`src/rtl/sum_pkg.sv`:
```
// sum_pkg: shared adder-select constants and default sizing for the sum datapath.
package sum_pkg;
   localparam logic ADD_INC = 1'b0;
   localparam logic ADD_ACC = 1'b1;
   localparam int DEF_WIDTH = 8;
   localparam int DEF_LIMIT = 10;
   localparam int DEF_FIFO_DEPTH = 4;
endpackage

```
`src/rtl/sum_fifo.sv`:
```
// sum_fifo: power-of-two result FIFO; a push into a full FIFO is accepted only alongside a pop.
module sum_fifo
   import sum_pkg::*;
#(
   parameter int WIDTH = DEF_WIDTH,
   parameter int DEPTH = DEF_FIFO_DEPTH
) (
   input  logic             clk,
   input  logic             rst,
   input  logic             push_i,
   input  logic             pop_i,
   input  logic [WIDTH-1:0] data_i,
   output logic [WIDTH-1:0] data_o,
   output logic             full_o,
   output logic             empty_o
);
   localparam int AW = $clog2(DEPTH);
   logic [WIDTH-1:0] mem_q [DEPTH];
   logic [AW:0] wr_q, rd_q, wr_d, rd_d;
   logic do_pop, do_push;
   // pointers carry one extra lap bit so full and empty are distinguishable
   assign empty_o = wr_q == rd_q;
   assign full_o = (wr_q[AW] != rd_q[AW]) && (wr_q[AW-1:0] == rd_q[AW-1:0]);
   assign do_pop = pop_i & ~empty_o;
   assign do_push = push_i & (~full_o | do_pop);
   assign data_o = mem_q[rd_q[AW-1:0]];
   always_comb begin
      wr_d = do_push ? wr_q + 1'b1 : wr_q;
      rd_d = do_pop ? rd_q + 1'b1 : rd_q;
   end
   always_ff @(posedge clk) begin
      if (rst) begin
         wr_q <= '0;
         rd_q <= '0;
      end else begin
         wr_q <= wr_d;
         rd_q <= rd_d;
      end
   end
   always_ff @(posedge clk) begin
      if (do_push) mem_q[wr_q[AW-1:0]] <= data_i;
   end
endmodule

```
`src/rtl/sum_datapath.sv`:
```
// sum_datapath: n/sum accumulator datapath with output buffer and result FIFO.
// Define SUM_DP_PROTOCOL_CHECK_EN to enable the sticky illegal-control-word checker.
module sum_datapath
   import sum_pkg::*;
#(
   parameter int WIDTH = DEF_WIDTH,
   parameter int LIMIT = DEF_LIMIT,
   parameter int FIFO_DEPTH = DEF_FIFO_DEPTH
) (
   input  logic             clk,
   input  logic             rst,
   input  logic             nSel,
   input  logic             sumSel,
   input  logic             adderMuxSel,
   input  logic             nEn,
   input  logic             sumEn,
   input  logic             outBuf,
   output logic             nlt10,
   output logic [WIDTH-1:0] out_buf_data,
   output logic [WIDTH-1:0] res_data,
   output logic             res_valid,
   input  logic             res_ready,
   output logic             res_ovf,
   output logic             proto_err
);
   localparam logic [31:0] LIM = LIMIT;
   logic [WIDTH-1:0] n_q, sum_q, ob_q, add, n_d, sum_d;
   logic ovf_q, push, pop, full, empty;
   always_comb begin
      add = (adderMuxSel == ADD_ACC) ? sum_q + n_q : n_q + 1'b1;
      n_d = nSel ? add : '0;
      sum_d = sumSel ? add : '0;
   end
   assign push = outBuf & sumEn;
   assign pop = res_valid & res_ready;
   assign nlt10 = 32'(n_q) < LIM;
   assign out_buf_data = ob_q;
   assign res_valid = ~empty;
   assign res_ovf = ovf_q;
   always_ff @(posedge clk) begin
      if (rst) begin
         n_q <= '0;
         sum_q <= '0;
         ob_q <= '0;
         ovf_q <= 1'b0;
      end else begin
         if (nEn) n_q <= n_d;
         if (sumEn) sum_q <= sum_d;
         if (outBuf) ob_q <= sum_q;
         if (push & full & ~pop) ovf_q <= 1'b1;
      end
   end
   sum_fifo #(.WIDTH(WIDTH), .DEPTH(FIFO_DEPTH)) u_fifo (
      .clk(clk), .rst(rst), .push_i(push), .pop_i(pop), .data_i(sum_d),
      .data_o(res_data), .full_o(full), .empty_o(empty)
   );
`ifdef SUM_DP_PROTOCOL_CHECK_EN
   logic proto_q;
   always_ff @(posedge clk) begin
      if (rst) proto_q <= 1'b0;
      else if ((nEn & sumEn) | (nEn & (adderMuxSel == ADD_ACC)) | (sumEn & (adderMuxSel == ADD_INC)))
         proto_q <= 1'b1;
   end
   assign proto_err = proto_q;
`else
   assign proto_err = 1'b0;
`endif
endmodule
```
`config.mk`:
```
export PLATFORM = sky130hd
export DESIGN_NAME = sum_datapath
export DESIGN_NICKNAME = d
export VERILOG_FILES = /design/src/rtl/sum_pkg.sv /design/src/rtl/sum_fifo.sv /design/src/rtl/sum_datapath.sv
export SDC_FILE = /design/constraint.sdc
export NUM_CORES = 1
export LEC_CHECK = 0
export BUFFER_PORTS_ARGS = -buffer_cell sky130_fd_sc_hd__clkbuf_2
export CORE_MARGIN = 1.5
export CORE_UTILIZATION = 35
export CTS_BUF_LIST = sky130_fd_sc_hd__clkbuf_16
export DETAILED_ROUTE_END_ITERATION = 16
export PLACE_DENSITY = 0.54
export SLEW_MARGIN = 10
export SYNTH_ARGS = -nofsm -noshare
export SYNTH_HDL_FRONTEND = slang
export SYNTH_SLANG_ARGS = --single-unit
```
`constraint.sdc`:
```
create_clock -name clk -period 2.1 [get_ports clk]
set_input_delay 0 -clock clk [delete_from_list [all_inputs] [get_ports clk]]
set_output_delay 0 -clock clk [all_outputs]
set_load 0.05 [all_outputs]
```
== Yosys cells after proc, flatten, opt, wreduce, memory -nomap -nowiden ==
Memory sizes are Yosys's and may differ from the RTL's. A register that Yosys moved wholly into a read port is not among the register bits.
Cells that the tools add are included.

* Input bits: 9
* Bits in latches: 0
* Word-level logic and storage cells: 33
* Memory bits (read-only): 0
* Memory bits (writable): 32
* Output and inout port bits: 20
* Memories kept: 1
* Flip-flop bits (word level): 31

{| class="wikitable"
|+ Memory list
! memory !! depth !! width !! rd ports !! clocked after memory_dff !! write ports !! line !! RTL
|-
| u_fifo.mem_q || 4 || 8 || 1 || 1 || 1 || sum_fifo.sv:18 || <nowiki>logic [WIDTH-1:0] mem_q [DEPTH];</nowiki>
|}

* Mux-type cells: 7
* Bitwise operators: 10
* Shift operators: 0
* Reduce and logical (&&, ||, !) cells: 1
* $lt $le $gt $ge: 1
* Multipliers: 0
* Divide/modulo/power cells: 0
* Equality and inequality tests: 3
* $add $sub $neg: 4

{| class="wikitable"
|+ Operators by type and width
! kind !! number
|-
| 8-bit two-way mux || 3
|-
| 8-bit by 1-bit adder with 8-bit output (second input constant) || 1
|-
| 8-bit adder || 1
|-
| 8-bit by 4-bit < comparator with 1-bit output (second input constant) || 1
|-
| 3-bit by 1-bit adder with 3-bit output (second input constant) || 2
|-
| 1-bit AND || 6
|-
| 2-bit two-way mux || 2
|-
| 3-bit == test || 1
|-
| 1-bit NOT || 3
|-
| 2-bit == test || 1
|-
| 1-bit two-way mux || 2
|-
| 1-bit logical AND || 1
|-
| 1-bit != test || 1
|-
| 1-bit OR || 1
|}

== Longest topological paths before layout ==
* Depth in word-level cells: 8
* Mapped depth: 7
* Gate-level depth less buffers: 7

== Cells and area by module ==
Synthesis repeated with hierarchy kept, for this count alone.

* Cell total of the unflattened synthesis: 265
* Area total of the unflattened synthesis: 3133.0 um^2

{| class="wikitable"
|+ By module, submodules not included
! module !! cells each !! area an instance (um^2) !! times used !! sequential area each (um^2)
|-
| sum_fifo || 97 || 1699.1 || 1 || 1121.1
|-
| sum_datapath || 168 || 1433.9 || 1 || 500.5
|}

== Least setup slack after synthesis ==
No wires, ideal clock.

* Kind: register to register
* Start point: reg sum_q[0]
* End point: mem u_fifo.mem_q[0][6] (netlist bit), data pin
* Stages on the path, launching flop included: 8
* Setup time: 0.274 ns
* Period minus slack after synthesis: 1.944 ns
* Required time: 1.826 ns
* Path slack: 0.156 ns
* Data arrival time: 1.670 ns
* Buffers on the path: 0
* Cell sequence: dfxtp_1 nand2b_1 ha_1 fa_1 a21o_1 nor3b_1 nor3_1 nor2_1

* Word-level cells in the longest chain between the ends: 3

{| class="wikitable"
|+ Ends and longest elaborated chain
! element !! line !! RTL
|-
| from (decl) || sum_datapath.sv:27 || <nowiki>logic [WIDTH-1:0] n_q, sum_q, ob_q, add, n_d, sum_d;</nowiki>
|-
| from (signal assigned) || sum_datapath.sv:48 || <nowiki>if (sumEn) sum_q <= sum_d;</nowiki>
|-
| 8-bit adder || sum_datapath.sv:30 || <nowiki>add = (adderMuxSel == ADD_ACC) ? sum_q + n_q : n_q + 1'b1;</nowiki>
|-
| 8-bit two-way mux || sum_datapath.sv:30 ||
|-
| 8-bit two-way mux || sum_datapath.sv:32 || <nowiki>sum_d = sumSel ? add : '0;</nowiki>
|-
| via sum_d[6] || sum_datapath.sv:27 ||
|-
| to (decl) || sum_fifo.sv:18 ||
|}

The timed path passes the listed nets, and every way through them passes these cells.

== Final worst setup path ==
* Start point: reg sum_q[0]
* End point: mem u_fifo.mem_q[1][6] (netlist bit), data pin

Same word-level chain as after synthesis.

==> impl_metrics.csv <==
group,metric,value,unit
grt,grt.overflow.total,0,
flow_run,cap_violations,0,
setup_path,ff2ff_path_depth,7,
logic_synthesis,synth_fp_nets,272,
floorplan,core-area,8260,um^2
setup_path,path_cells,"nand2b_1 -> ha_1 -> fa_2 -> a21o_1 -> nor3b_1 -> nor3_1 -> nor2_1",
place,placed_area,3370,um^2
setup_path,r2r-end,"u_fifo.mem_q[1][6]",
pwr,power_leakage,1.46,nW
setup_path,r2r_slack,50,ps
setup_path,cp.required,2160,ps
final_layout,final_common_cell,"dfxtp_1",
route,via_per_inst,5.07,
final_layout,stdcell_area,3690,um^2
route,avgRoutedWirePerCell,15.4,um
timing,fin_ws,47.8,ps
place,dp_cells,389,
floorplan,die_y,95.5,um
final_layout,finalNetCount,317,
hold_path,hold_depth,3,
place,port_buffers,27,
final_layout,final.fill_count,792,
final_layout,final_cell_count_no_fill,405,
cts,cts.clk_slew.worst_paths,50,ps
route,drc,0,
logic_synthesis,yosysWarnings,0,
place,place_congestion,0.787,
logic_synthesis,async_reset_ff_frac,0,
cts,cts_setup_buffers,0,
route,route.vias.total,2052,
timing,setup_viol,0,
run_status,status,"finished, final reports clean",
logic_synthesis,syn-cell-area,3000,um^2
setup_path,worstSetupPathType,"reg -> reg",
cts,clkSinkCount,65,
logic_synthesis,ys_seq_area_frac,0.541,
final_layout,syn2layout_area_growth,23.1,%
pwr,ir_drop,0.430,mV
cts,cts-buffers-inserted,9,
setup_path,arrival,2110,ps
place,dp_hpwl,4470,um
grt,antenna_found_initial,0,
hold_path,hold_end,"n_q[2]",
final_layout,drive_gt1_frac,0.253,
route,drt.antenna.violating_nets,0,
cts,cts-root-buf,"clkbuf_16",
pwr,power.density,865,nW/um^2
logic_synthesis,synth_edf_count,32,
cts,worstSkewPairLatency,330,ps
final_layout,diodes,0,
logic_synthesis,postSynthAreaPerCell,12.0,um^2
timing,fin_skew,4.08,ps
logic_synthesis,synth.distinct_cells,48,
logic_synthesis,synthCells,250,
setup_path,cpPeakStageDelay,360,ps
logic_synthesis,ys_seq_elements,65,
setup_path,endpoint_kind,"flop",
timing,clock.fmax,487,MHz
hold_path,min-delay-start,"nSel",
setup_path,crit_start,"sum_q[0]",
setup_path,r2r-start,"sum_q[0]",
hold_path,hold_class,"in -> reg",
grt,gr-usage-all-layers,0.157,
timing,fin_crit_sh,0.977,
route,wirelength,6240,um
cts,htree_levels,3,
timing,worst_slew_pin_slew,495,ps
setup_path,crit_path_start_kind,"flop",
logic_synthesis,synthFlopType,"dfxtp_1",
cts,clockBufferDepth,2,
floorplan,rows,33,
floorplan,io_pins,29,
grt,grt_start_max_net_pins,31,
setup_path,critPathSlowestCell,"fa_2",
timing,setup_tns,0,ps
final_layout,post-route-util,0.446,
grt,grt_pass1_vias,1999,
cts,cts_tree,"built",
final_layout,final_cell_mix,"33 x dfxtp_1, 32 x edfxtp_1, 27 x clkbuf_2",
place,dpl_worst_slack,-132,ps
setup_path,cp_max_fo,4,
timing,rsz0062_at_grt,"true",
route,dr.first_iter.drc_count,55,
route,firstDrtPassIters,4,
timing,slew_violations,0,
floorplan,dieArea,9120,um^2
timing,min_period,2050,ps
timing,hold_viol,0,
grt,grt_pass1_wl,10300,um
floorplan,initial_core_util,0.363,
floorplan,die_w,95.5,um
timing,relSlewSlack,0.669,
[routing by layer]
metal	routed length (um)	track usage	up-vias
met5	0	0	-
li1	-	-	1017
met2	2850	0.245	42
met4	80	0.0551	0
met3	271	0.0542	8
met1	3040	0.202	985
[worst max-delay path, delay by kind of cell, from the launching register on]
family	cells	cell delay, ps
DFF	1	320
and+or+nand+nor	4	660
AOI/OAI and AO/OA	1	240
adders and majority gates	2	580
[final cells by class]
cell class                 count  area (um^2)  share of cell area
timing repair buffer          44          288              0.0781
multi-input combinational    162         1310               0.355
sequential                    65         1620               0.440
tap                          105          131              0.0356
clock buffer                   9          225              0.0611
inverter                      13         48.8              0.0132
clock inverter                 7         63.8              0.0173
[synth_stat cells, types with 2 or more instances]
cell | n | area (um^2)
dfxtp_1 | 33 | 661
edfxtp_1 | 32 | 961
nor2_1 | 21 | 78.8
and2_1 | 14 | 87.6
ha_1 | 12 | 150
inv_1 | 12 | 45.0
mux2i_1 | 12 | 120
a21oi_1 | 11 | 55.1
nand2_1 | 9 | 33.8
nand3_1 | 9 | 45.0
mux4_2 | 8 | 180
xor2_1 | 8 | 70.1
nor4_1 | 5 | 31.3
o21ai_0 | 5 | 25.0
nor3_1 | 4 | 20.0
o32ai_1 | 4 | 35.0
a211oi_1 | 3 | 22.5
buf_1 | 3 | 11.3
buf_2 | 3 | 15.0
clkbuf_1 | 3 | 11.3
nand2b_1 | 3 | 18.8
o311ai_0 | 3 | 26.3
xnor2_1 | 3 | 26.3
a21o_1 | 2 | 15.0
a311o_1 | 2 | 20.0
nand4_1 | 2 | 12.5
nor2b_1 | 2 | 12.5
o21a_1 | 2 | 15.0
[worst max path at each step]
stage | slack, ps | end | depth (start not counted)
floorplan | 160 | u_fifo.mem_q[0][6] | 7
global placement | -20 | u_fifo.mem_q[0][5] | 7
detailed placement | -130 | u_fifo.mem_q[0][5] | 7
CTS | 20 | u_fifo.mem_q[1][6] | 7
global route | -40 | u_fifo.mem_q[1][5] | 7
finish | 50 | u_fifo.mem_q[1][6] | 7
[power breakdown]
| group | leakage [nW] | switching [mW] | internal (mW) | total (mW) |
|---|---|---|---|---|
| registers | 0.577 | 0.0292 | 1.35 | 1.38 |
| clock network | 0.150 | 0.526 | 0.908 | 1.43 |
| logic | 0.737 | 0.248 | 0.123 | 0.371 |
| total | 1.46 | 0.804 | 2.38 | 3.19 |
[cell families after synthesis]
logic type / share of synthesized area
AO/OA/AOI/OAI: 0.101
XOR/XNOR: 0.0322
adder cells (fa/ha/maj): 0.0568
buffers and inverters: 0.0313
flip-flops: 0.541
multiplexers: 0.105
other: 0.00125
AND/OR/NAND/NOR: 0.131
[sequential cells by signal (all words and copies together) (netlist names), named ones only]
| register | cells |
|---|---|
| out_buf_data | 8 |
| sum_q | 8 |
| res_ovf | 1 |
| n_q | 8 |
| u_fifo.mem_q | 32 |
| u_fifo.wr_q | 3 |
| u_fifo.rd_q | 3 |
[through the flow]
| step | hold WS [ps] | power, mW |
|---|---|---|
| floorplan | 168 | 1.69 |
| global placement | 387 | 1.78 |
| detailed placement | 383 | 1.78 |
| CTS | 29.0 | 3.23 |
| global route | 49.4 | 3.32 |
| finish | 43.0 | 3.19 |
[what timing repair did]
action / in CTS / in global routing
pin swaps: 0 / 3
endpoints found under the setup margin: 4 / 22
gates resized for setup: 1 / 6
hold buffers: 0 / 0
Note: power is estimated with default switching activity, not from simulation.
